--- config.mk ---
export PLATFORM = sky130hd
export DESIGN_NAME = booth_mult_r4_flat
export DESIGN_NICKNAME = d
export VERILOG_FILES = /design/src/rtl/booth_pkg.sv /design/src/rtl/booth_mult_r4_if.sv /design/src/rtl/booth_r4_encoder.sv /design/src/rtl/booth_mult_r4.sv /design/src/flat_wrapper.sv
export SDC_FILE = /design/constraint.sdc
export NUM_CORES = 1
export LEC_CHECK = 0
export ABC_AREA = 0
export BUFFER_PORTS_ARGS = -buffer_cell sky130_fd_sc_hd__buf_4
export CORE_MARGIN = 2
export CORE_UTILIZATION = 40
export DETAILED_ROUTE_END_ITERATION = 8
export GPL_ROUTABILITY_DRIVEN = 0
export SYNTH_ARGS = -nofsm -noshare
export SYNTH_HDL_FRONTEND = slang
export SYNTH_HIERARCHICAL = 1
export SYNTH_SLANG_ARGS = --single-unit
export TNS_END_PERCENT = 50
--- constraint.sdc ---
create_clock -name CLK -period 7.1 [get_ports CLK]
set_clock_uncertainty 0.2 [all_clocks]
set_input_delay 0.71 -clock CLK [delete_from_list [all_inputs] [get_ports CLK]]
set_output_delay 0.71 -clock CLK [all_outputs]
set_load 0.05 [all_outputs]
--- src/rtl/booth_pkg.sv ---
// Shared types and helpers for the radix-4 Booth multiplier family.
package booth_pkg;

  typedef enum logic [1:0] {
    IDLE,
    CALC,
    DONE
  } booth_state_t;

  typedef enum logic [2:0] {
    ZERO,
    P1,
    P2,
    M1,
    M2
  } booth_sel_t;

  // One digit per bit pair, plus one extra digit so unsigned operands come out right.
  function automatic int unsigned booth_digits(input int unsigned width);
    return width / 2 + 1;
  endfunction

endpackage

--- src/rtl/booth_mult_r4_if.sv ---
// Operand/result handshake bundle for booth_mult_r4.
interface booth_mult_r4_if #(
  parameter int unsigned WIDTH = 32
);
  logic                 in_valid;
  logic                 in_ready;
  logic [WIDTH-1:0]     in_a;
  logic [WIDTH-1:0]     in_b;
  logic                 in_signed;
  logic                 out_valid;
  logic                 out_ready;
  logic [2*WIDTH-1:0]   product;
  logic                 busy;

  modport master (
    output in_valid, in_a, in_b, in_signed, out_ready,
    input  in_ready, out_valid, product, busy
  );

  modport slave (
    input  in_valid, in_a, in_b, in_signed, out_ready,
    output in_ready, out_valid, product, busy
  );
endinterface

--- src/rtl/booth_r4_encoder.sv ---
// Radix-4 Booth recoder: 3-bit multiplier window to partial-product selection.
module booth_r4_encoder
  import booth_pkg::*;
(
  input  logic [2:0] window,
  output booth_sel_t sel
);

  always_comb begin
    sel = ZERO;
    case (window)
      3'b001, 3'b010: sel = P1;
      3'b011:         sel = P2;
      3'b100:         sel = M2;
      3'b101, 3'b110: sel = M1;
      default:        sel = ZERO;
    endcase
  end

endmodule

--- src/rtl/booth_mult_r4.sv ---
// Handshaked sequential radix-4 Booth multiplier, one digit per cycle, signed or unsigned per operation.
module booth_mult_r4
  import booth_pkg::*;
#(
  parameter int unsigned WIDTH = 32
) (
  input  logic            CLK,
  input  logic            RST,
  booth_mult_r4_if.slave  bus
);

  localparam int unsigned N  = booth_digits(WIDTH);
  localparam int unsigned CW = $clog2(N + 1);
  localparam int unsigned PW = 2 * WIDTH;
  localparam int unsigned QW = WIDTH + 3;

  booth_state_t   state_q, state_d;
  logic [PW-1:0]  m_q, m_d;
  logic [QW-1:0]  q_q, q_d;
  logic [PW-1:0]  acc_q, acc_d;
  logic [CW-1:0]  cnt_q, cnt_d;

  booth_sel_t     sel;
  logic [PW-1:0]  m_x2;
  logic [PW-1:0]  addend;
  logic           a_sx;
  logic           b_sx;
  logic           last_digit;

  booth_r4_encoder u_enc (
    .window (q_q[2:0]),
    .sel    (sel)
  );

  assign m_x2       = {m_q[PW-2:0], 1'b0};
  assign a_sx       = bus.in_signed & bus.in_a[WIDTH-1];
  assign b_sx       = bus.in_signed & bus.in_b[WIDTH-1];
  assign last_digit = (cnt_q == CW'(N - 1));

  always_comb begin
    addend = '0;
    case (sel)
      P1:      addend = m_q;
      P2:      addend = m_x2;
      M1:      addend = -m_q;
      M2:      addend = -m_x2;
      default: addend = '0;
    endcase
  end

  always_comb begin
    state_d = state_q;
    m_d     = m_q;
    q_d     = q_q;
    acc_d   = acc_q;
    cnt_d   = cnt_q;
    case (state_q)
      IDLE: begin
        if (bus.in_valid) begin
          m_d     = {{WIDTH{a_sx}}, bus.in_a};
          q_d     = {{2{b_sx}}, bus.in_b, 1'b0};
          acc_d   = '0;
          cnt_d   = '0;
          state_d = CALC;
        end
      end
      CALC: begin
        acc_d = acc_q + addend;
        m_d   = {m_q[PW-3:0], 2'b00};
        q_d   = {{2{q_q[QW-1]}}, q_q[QW-1:2]};
        cnt_d = cnt_q + CW'(1);
        if (last_digit) begin
          state_d = DONE;
        end
      end
      DONE: begin
        if (bus.out_ready) begin
          state_d = IDLE;
        end
      end
      default: state_d = IDLE;
    endcase
  end

  always_ff @(posedge CLK) begin
    if (RST) begin
      state_q <= IDLE;
      m_q     <= '0;
      q_q     <= '0;
      acc_q   <= '0;
      cnt_q   <= '0;
    end else begin
      state_q <= state_d;
      m_q     <= m_d;
      q_q     <= q_d;
      acc_q   <= acc_d;
      cnt_q   <= cnt_d;
    end
  end

  assign bus.in_ready  = (state_q == IDLE);
  assign bus.out_valid = (state_q == DONE);
  assign bus.busy      = (state_q == CALC);
  assign bus.product   = acc_q;

endmodule
--- src/flat_wrapper.sv ---
// flat-port wrapper written by rule: the top's interface ports become plain ports
module booth_mult_r4_flat import booth_pkg::*;
#(
  parameter int unsigned WIDTH = 32
)
  (CLK, RST, bus_in_valid, bus_in_a, bus_in_b, bus_in_signed, bus_out_ready, bus_in_ready, bus_out_valid, bus_product, bus_busy);
  booth_mult_r4_if #(.WIDTH(WIDTH)) bus_i ();
  input  logic CLK;
  input  logic RST;
  input wire logic [$bits(bus_i.in_valid)-1:0] bus_in_valid;
  input wire logic [$bits(bus_i.in_a)-1:0] bus_in_a;
  input wire logic [$bits(bus_i.in_b)-1:0] bus_in_b;
  input wire logic [$bits(bus_i.in_signed)-1:0] bus_in_signed;
  input wire logic [$bits(bus_i.out_ready)-1:0] bus_out_ready;
  output wire logic [$bits(bus_i.in_ready)-1:0] bus_in_ready;
  output wire logic [$bits(bus_i.out_valid)-1:0] bus_out_valid;
  output wire logic [$bits(bus_i.product)-1:0] bus_product;
  output wire logic [$bits(bus_i.busy)-1:0] bus_busy;
  assign bus_i.in_valid = bus_in_valid;
  assign bus_i.in_a = bus_in_a;
  assign bus_i.in_b = bus_in_b;
  assign bus_i.in_signed = bus_in_signed;
  assign bus_i.out_ready = bus_out_ready;
  assign bus_in_ready = bus_i.in_ready;
  assign bus_out_valid = bus_i.out_valid;
  assign bus_product = bus_i.product;
  assign bus_busy = bus_i.busy;
  booth_mult_r4 #(.WIDTH(WIDTH)) u_core (.CLK(CLK), .RST(RST), .bus(bus_i));
endmodule
==> results of run 1 <==
## cell usage after synthesis, types with 36 or more instances
library cell | number | area share, %
a22oi_1 | 107 | 5.7
xor2_1 | 79 | 4.9
dfxtp_1 | 170 | 24
o22ai_1 | 46 | 2.0
clkbuf_1 | 167 | 4.5
o21ai_0 | 130 | 4.6
ha_1 | 66 | 5.9
xnor2_1 | 36 | 2.2
nor2b_1 | 74 | 3.3
nand2_1 | 182 | 4.9
nor2_1 | 315 | 8.4
nor3_1 | 97 | 3.5
a21oi_1 | 198 | 7.1
## critical path, delay by kind of cell (launching register included)
kind / cells / cell delay (ps)
and+or+nand+nor: 9 / 3220
AOI/OAI and AO/OA: 7 / 1630
adders and majority gates: 2 / 560
DFF: 1 / 340
xor gates and xnor gates: 1 / 180
buffers and inverters: 1 / 120
## per-layer routing
metal  part of all wire (%)  vias to the layer above  wire length (um)  track usage, %
met5                      0                        -                 0               0
met4                    2.7                        0              1210            7.90
met3                    7.2                       70              3250            4.88
met2                     43                      511             19400            36.6
met1                     47                     6852             21300            35.1
li1                       -                     7296                 -               -
## flip-flops by register name, summed over array words and instances (netlist names)
register	count
u_core/bus.product	64
u_core/cnt_q	5
u_core/m_q	64
u_core/q_q	35
u_core/state_q	2
## power by group through the flow
stage               registers [uW]  logic (uW)  clock network, uW
floorplan                     1140         685                  0
global placement              1140         947                  0
detailed placement            1140         957                  0
CTS                           1120         961               1000
global route                  1140        1070               1040
finish                        1120         969                977
## cell usage in the layout (no fill, tap or decap), types with 6 or more instances in the layout
cell type,netlist,layout
xor2_1,79,78
a31oi_1,14,14
a22oi_1,107,107
o21a_1,6,6
o21ai_0,130,130
o211ai_1,8,8
or4_1,10,10
or3_1,34,34
o21bai_1,16,16
nor2_1,315,313
nand3_1,31,31
o22ai_1,46,46
nor3_1,97,97
nor2b_1,74,74
nand2b_1,25,24
clkbuf_16,0,17
buf_4,0,160
or2_2,11,11
a211oi_1,10,10
a21oi_1,198,198
nand2_1,182,182
inv_1,28,28
o31ai_1,12,12
and2_1,9,9
nand4_1,33,33
a32oi_1,6,6
dfxtp_1,170,168
ha_1,66,66
xnor2_1,36,36
nor4_1,8,8
a21o_1,34,33
and3_1,10,10
## metrics by stage
step	hold WS (ps)	setup slack [ps]	instance area, um^2	util (%)	cells
3_5_place_dp	250	916	15100	43.8	2486
5_1_grt	279	325	15700	45.6	2518
6_report	264	770	15700	45.6	2518
3_3_place_gp	246	1090	15100	43.8	2486
4_1_cts	262	867	15700	45.6	2518
2_1_floorplan	237	1770	14100	-	2059
## final cells by class
cell class / count / area [um^2]
repair buffers: 160 / 1200
flip-flops and latches: 170 / 3410
inverters: 29 / 109
well taps: 455 / 569
fillers: 3624 / 18800
clock buffers: 18 / 439
clock inverters: 14 / 165
multi-input cells: 1672 / 9850
## worst paths after layout
kind	from	to	slack, ps
max	u_core/m_q[0]	u_core/bus.product[60]	770
min reg2reg	u_core/q_q[34]	u_core/q_q[34]	260
max reg2reg	u_core/m_q[0]	u_core/bus.product[60]	770
min	u_core/q_q[34]	u_core/q_q[34]	260
## cells by family after synthesis
group	synth area share, %
adders and majority gates	6.02
xor gates and xnor gates	7.17
and+or+nand+nor	29.0
DFF	24.2
muxes	0.151
AOI/OAI and AO/OA	27.5
buffers and inverters	5.92
==> flow_summary.toml, run 1 <==
[cells_and_area]
nets = 2186
drive_gt1_share_pct = 10.8
synthToLayoutAreaGrowth_pct = 12.1
n_antenna_cell = 0

[die]
row_count = 68
dieArea_um2 = 36600
start_util_pct = 40.7
num_io_pins = 136
die_y_um = 191
coreArea_um2 = 34500
die_x_um = 191

[synthesis]
syn_avg_cell_area_um2 = 6.82
yosys_warnings = 6
ys_types = 71
synth_ff_type = "dfxtp_1"
synth_edf_count = 0
synth.yosys.seq_area_share_pct = 24.2
synth_nets = 2195
syn_area_um2 = 14100
async_flop_share_pct = 0
syn_inst = 2059
ys_ff_latch = 170

[drt]
drc = 0
dr.pass1.iters = 5
wire_per_inst_um = 17.9
wirelength_um = 45200
viasPerCell = 5.85
num_vias = 14729
ant_nets = 0
drt-initial-drc-count = 1134

[worst_setup_path]
cpMostUsedCell = "or3_1"
required_ps = 7280
worstRegToRegCells = 20
crit_chain = "inv_1 > ha_1 > nor4b_2 > nand3_1 > or3_1 > or3_1 > or3_1 > o21ai_0 > a22oi_1 > o22ai_1 > ha_1 > nand2_1 > or4_1 > or3_1 > a31oi_1 > nor3_1 > o211ai_1 > a21boi_0 > xor2_1 > o21ai_0"
max_stage_delay_ps = 600
cp.arrival_ps = 6510
crit_type = "reg -> reg"
worst-path-max-fanout = 9
setup.worst_path.end_class = "flip-flop"
critical-path-slowest-cell = "or4_1"
crit_path_start_kind = "flip-flop"

[power_and_ir_drop]
p_int_uw = 1850
power_density_nw_per_um2 = 195
vdd_drop_max_uv = 188
p_clk_share_pct = 31.8
p_leak_uw = 0.00648
pwr-share-seq_pct = 36.6
combPwrFrac_pct = 31.6
power_uw = 3070
p_sw_share_pct = 39.6
p_sw_uw = 1220

[sta]
tns_ps = 0
period_share_pct = 89.1
rsz0062_at_grt = "false"
finalCriticalPeriod_ps = 6330
max_slew_margin_pct = 31.1
slew_viol_final = 0
max_slew.worst_pin.slew_ps = 1030
max_freq_mhz = 158
hold_viol = 0
setup_viol = 0

[clocking]
tritoncts = "yes"
insertion_delay_ps = 460
clk_pin_slew_ps = 80
postCtsSetupRepairBufs = 0
cts_resized = 0
cts_root_buffer = "clkbuf_16"
htreeDepth = 4
cts_num_sinks = 170
cts.hold.buffers_added = 0
numCtsBuffers = 17
clockBufferDepth = 2

[global_routing]
antenna_found_initial = 0
overflow = 0
first_global_vias = 13420
grtUsageTotal_pct = 24.5
grt_pass1_wl_um = 72300
grt_start_max_net_pins = 125

[hold_path]
min_path_cells = 2
hp-class = "reg -> reg"

[run]
cap_violations = 0

[placed_design]
io_buffers = 135
hpwl_um = 32300

[run_status]
status = "completed"
Power figures use the tool's default switching activity.
==> inputs of run 2 (changes only) <==
- CORE_MARGIN: 2 -> 1.5
- SYNTH_HIERARCHICAL: 1 -> default
==> run 2 against run 1 <==
Net effect:
- via count hardly changed
- final area shrank 0.18%
- combinational power increased by 15%
- worst setup slack lost 370 ps
- non-clock buffer count increased by 4
- worst hold slack lost 2.4 ps
- routed wire length up 0.90%
- clock-buffer cell count is 2 higher
- highest routed layer unchanged
==> flow_summary.toml, run 2 <==
[power_and_ir_drop]
pwr-share-seq_pct = 35.7
combPwrFrac_pct = 34.7
p_int_uw = 1920
p_sw_share_pct = 40.0
p_sw_uw = 1280
p_clk_share_pct = 29.6
p_leak_uw = 0.00639
vdd_drop_max_uv = 187
power_density_nw_per_um2 = 204
power_uw = 3210

[worst_setup_path]
critPathTopFamily = "simple AND/OR/NAND/NOR gates"
required_ps = 7250
cp.arrival_ps = 6840
crit_chain = "inv_1 > ha_1 > or3b_2 > nor3_1 > nand3_1 > or4_1 > nor3_1 > nand3_1 > nand2_1 > xnor2_1 > a221oi_1 > a21oi_1 > ha_1 > and4_1 > and3_1 > nand2_1 > or3_1 > o32a_1 > o31a_1 > o221a_2 > nor3_1 > a21oi_1 > o311ai_0"
critical-path-slowest-cell = "or4_1"
cpMostUsedCell = "nor3_1"
crit_type = "reg -> reg"
setup.worst_path.end_class = "flip-flop"
path_buf_inv = 1
max_stage_delay_ps = 540
worst-r2r-setup-slack_ps = 400
crit_path_start_kind = "flip-flop"
worst-path-max-fanout = 6

[run]
cap_violations = 0

[placed_design]
place_area_um2 = 15100
io_buffers = 135
hpwl_um = 32100
place_ws_ps = 603

[cells_and_area]
final_area_um2 = 15700
fill_cells = 3581
synthToLayoutAreaGrowth_pct = 12.2
register_area_um2 = 3410
nets = 2169
drive_gt1_share_pct = 11.5
multi_input_comb_area_um2 = 9850
final_common_cell = "nor2_1"
final_cell_mix = "nor2_1, a21oi_1, dfxtp_1"

[clocking]
postCtsSetupRepairBufs = 0
clockBufferDepth = 2
cts_root_buffer = "clkbuf_16"
numCtsBuffers = 17
clk_pin_slew_ps = 70
insertion_delay_ps = 460
htreeDepth = 4
tritoncts = "yes"
cts_num_sinks = 170

[die]
row_count = 68
die_y_um = 190
start_util_pct = 40.6
num_io_pins = 136
die_x_um = 190
coreArea_um2 = 34500
dieArea_um2 = 36200

[drt]
drt-initial-drc-count = 1477
viasPerCell = 5.89
wire_per_inst_um = 18.2
dr.pass1.iters = 6
wirelength_um = 45600
drc = 0
ant_nets = 0
num_vias = 14731

[sta]
hold_viol = 0
max_slew.worst_pin.slew_ps = 1040
rsz0062_at_grt = "false"
slew_viol_final = 0
setup_slack_ps = 404
max_freq_mhz = 149
tns_ps = 0
setup_viol = 0
period_share_pct = 94.3
finalCriticalPeriod_ps = 6700
max_slew_margin_pct = 30.5

[synthesis]
synth_edf_count = 0
syn_area_um2 = 14000
synth_most_common_cell = "nor2_1"
synth_common_cells = "nor2_1, a21oi_1, dfxtp_1"
async_flop_share_pct = 0
yosys_warnings = 0
synth_nets = 2162
yosysTopAreaCell = "dfxtp_1"
synth.yosys.seq_area_share_pct = 24.3
syn_avg_cell_area_um2 = 6.91
syn_inst = 2026
yosysTopAreaCellShare_pct = 24.3
synth.area.top_cells = "dfxtp_1, nor2_1, a21oi_1"
synth_ff_type = "dfxtp_1"
ys_ff_latch = 170
ys_types = 72

[global_routing]
grt_pass1_wl_um = 73200
overflow = 0
grt_start_max_net_pins = 96
first_global_vias = 13271
grtUsageTotal_pct = 25.1
antenna_found_initial = 1

[hold_path]
hp-class = "reg -> reg"

[run_status]
status = "completed"
## run 2: cell types whose count changed after synthesis, moves of 12 or more
| cell | delta |
|---|---|
| o22ai_1 | -41 |
| xor2_1 | -24 |
| nand2_1 | -18 |
| clkbuf_1 | -14 |
| nor2_1 | +14 |
| o21ai_0 | +31 |
| xnor2_1 | +27 |
| nand4_1 | -12 |
## run 2: final timing paths
check                                    start                      to  cells past startpoint
worst max-delay path             u_core.m_q[0]  u_core.bus.product[60]                     23
worst min-delay path            u_core.q_q[34]          u_core.q_q[34]                      2
worst max register to register   u_core.m_q[0]  u_core.bus.product[60]                     23
worst min register to register  u_core.q_q[34]          u_core.q_q[34]                      2
## run 2: cells by family after synthesis
group	synth area share [%]
compound gates	27.7
buf+inv	5.52
xor+xnor	7.38
simple gates	28.2
fa+ha+maj	6.04
mux	0.884
flops	24.3
## run 2: area by class of cell
| cell class | count | share of cell area [%] |
|---|---|---|
| multi-input combinational | 1658 | 62.7 |
| sequential | 170 | 21.7 |
| timing repair buffer | 164 | 7.83 |
| tap | 455 | 3.62 |
| clock buffer | 20 | 2.98 |
| clock inverter | 12 | 0.669 |
| inverter | 22 | 0.525 |
| antenna | 1 | 0.0159 |
## run 2: worst register-to-register path, delay by kind of cell, from the launching register on
family	cells	cell delay, ps
DFF	1	340
adders and majority gates	2	630
and+or+nand+nor	12	3720
xor gates and xnor gates	1	80
buffers and inverters	1	110
AOI/OAI and AO/OA	7	1510
## run 2: power groups by stage
stage	Clock (uW)	Combinational, uW	Sequential, uW
floorplan	0	777	1180
global placement	0	1080	1160
detailed placement	0	1090	1160
CTS	972	1100	1140
global route	1010	1220	1160
finish	949	1110	1140
## run 2: what timing repair did
item,in CTS,in global routing
hold buffers,0,0
endpoints found under the setup margin,0,1
gates resized for setup,0,1
## run 2: through the flow
stage	hold WS [ps]	std cells	util, %
5_1_grt	284	2501	45.5
3_3_place_gp	234	2469	43.8
2_1_floorplan	227	2026	-
4_1_cts	262	2501	45.5
3_5_place_dp	247	2469	43.8
6_report	261	2502	45.5
## run 2: layer usage
layer	GRT usage [%]	vias up	part of all wire, %
met2	37.2	618	42
met5	0	-	0
met1	36.7	6830	48
met3	4.81	65	8.3
met4	6.84	0	1.8
li1	-	7218	-
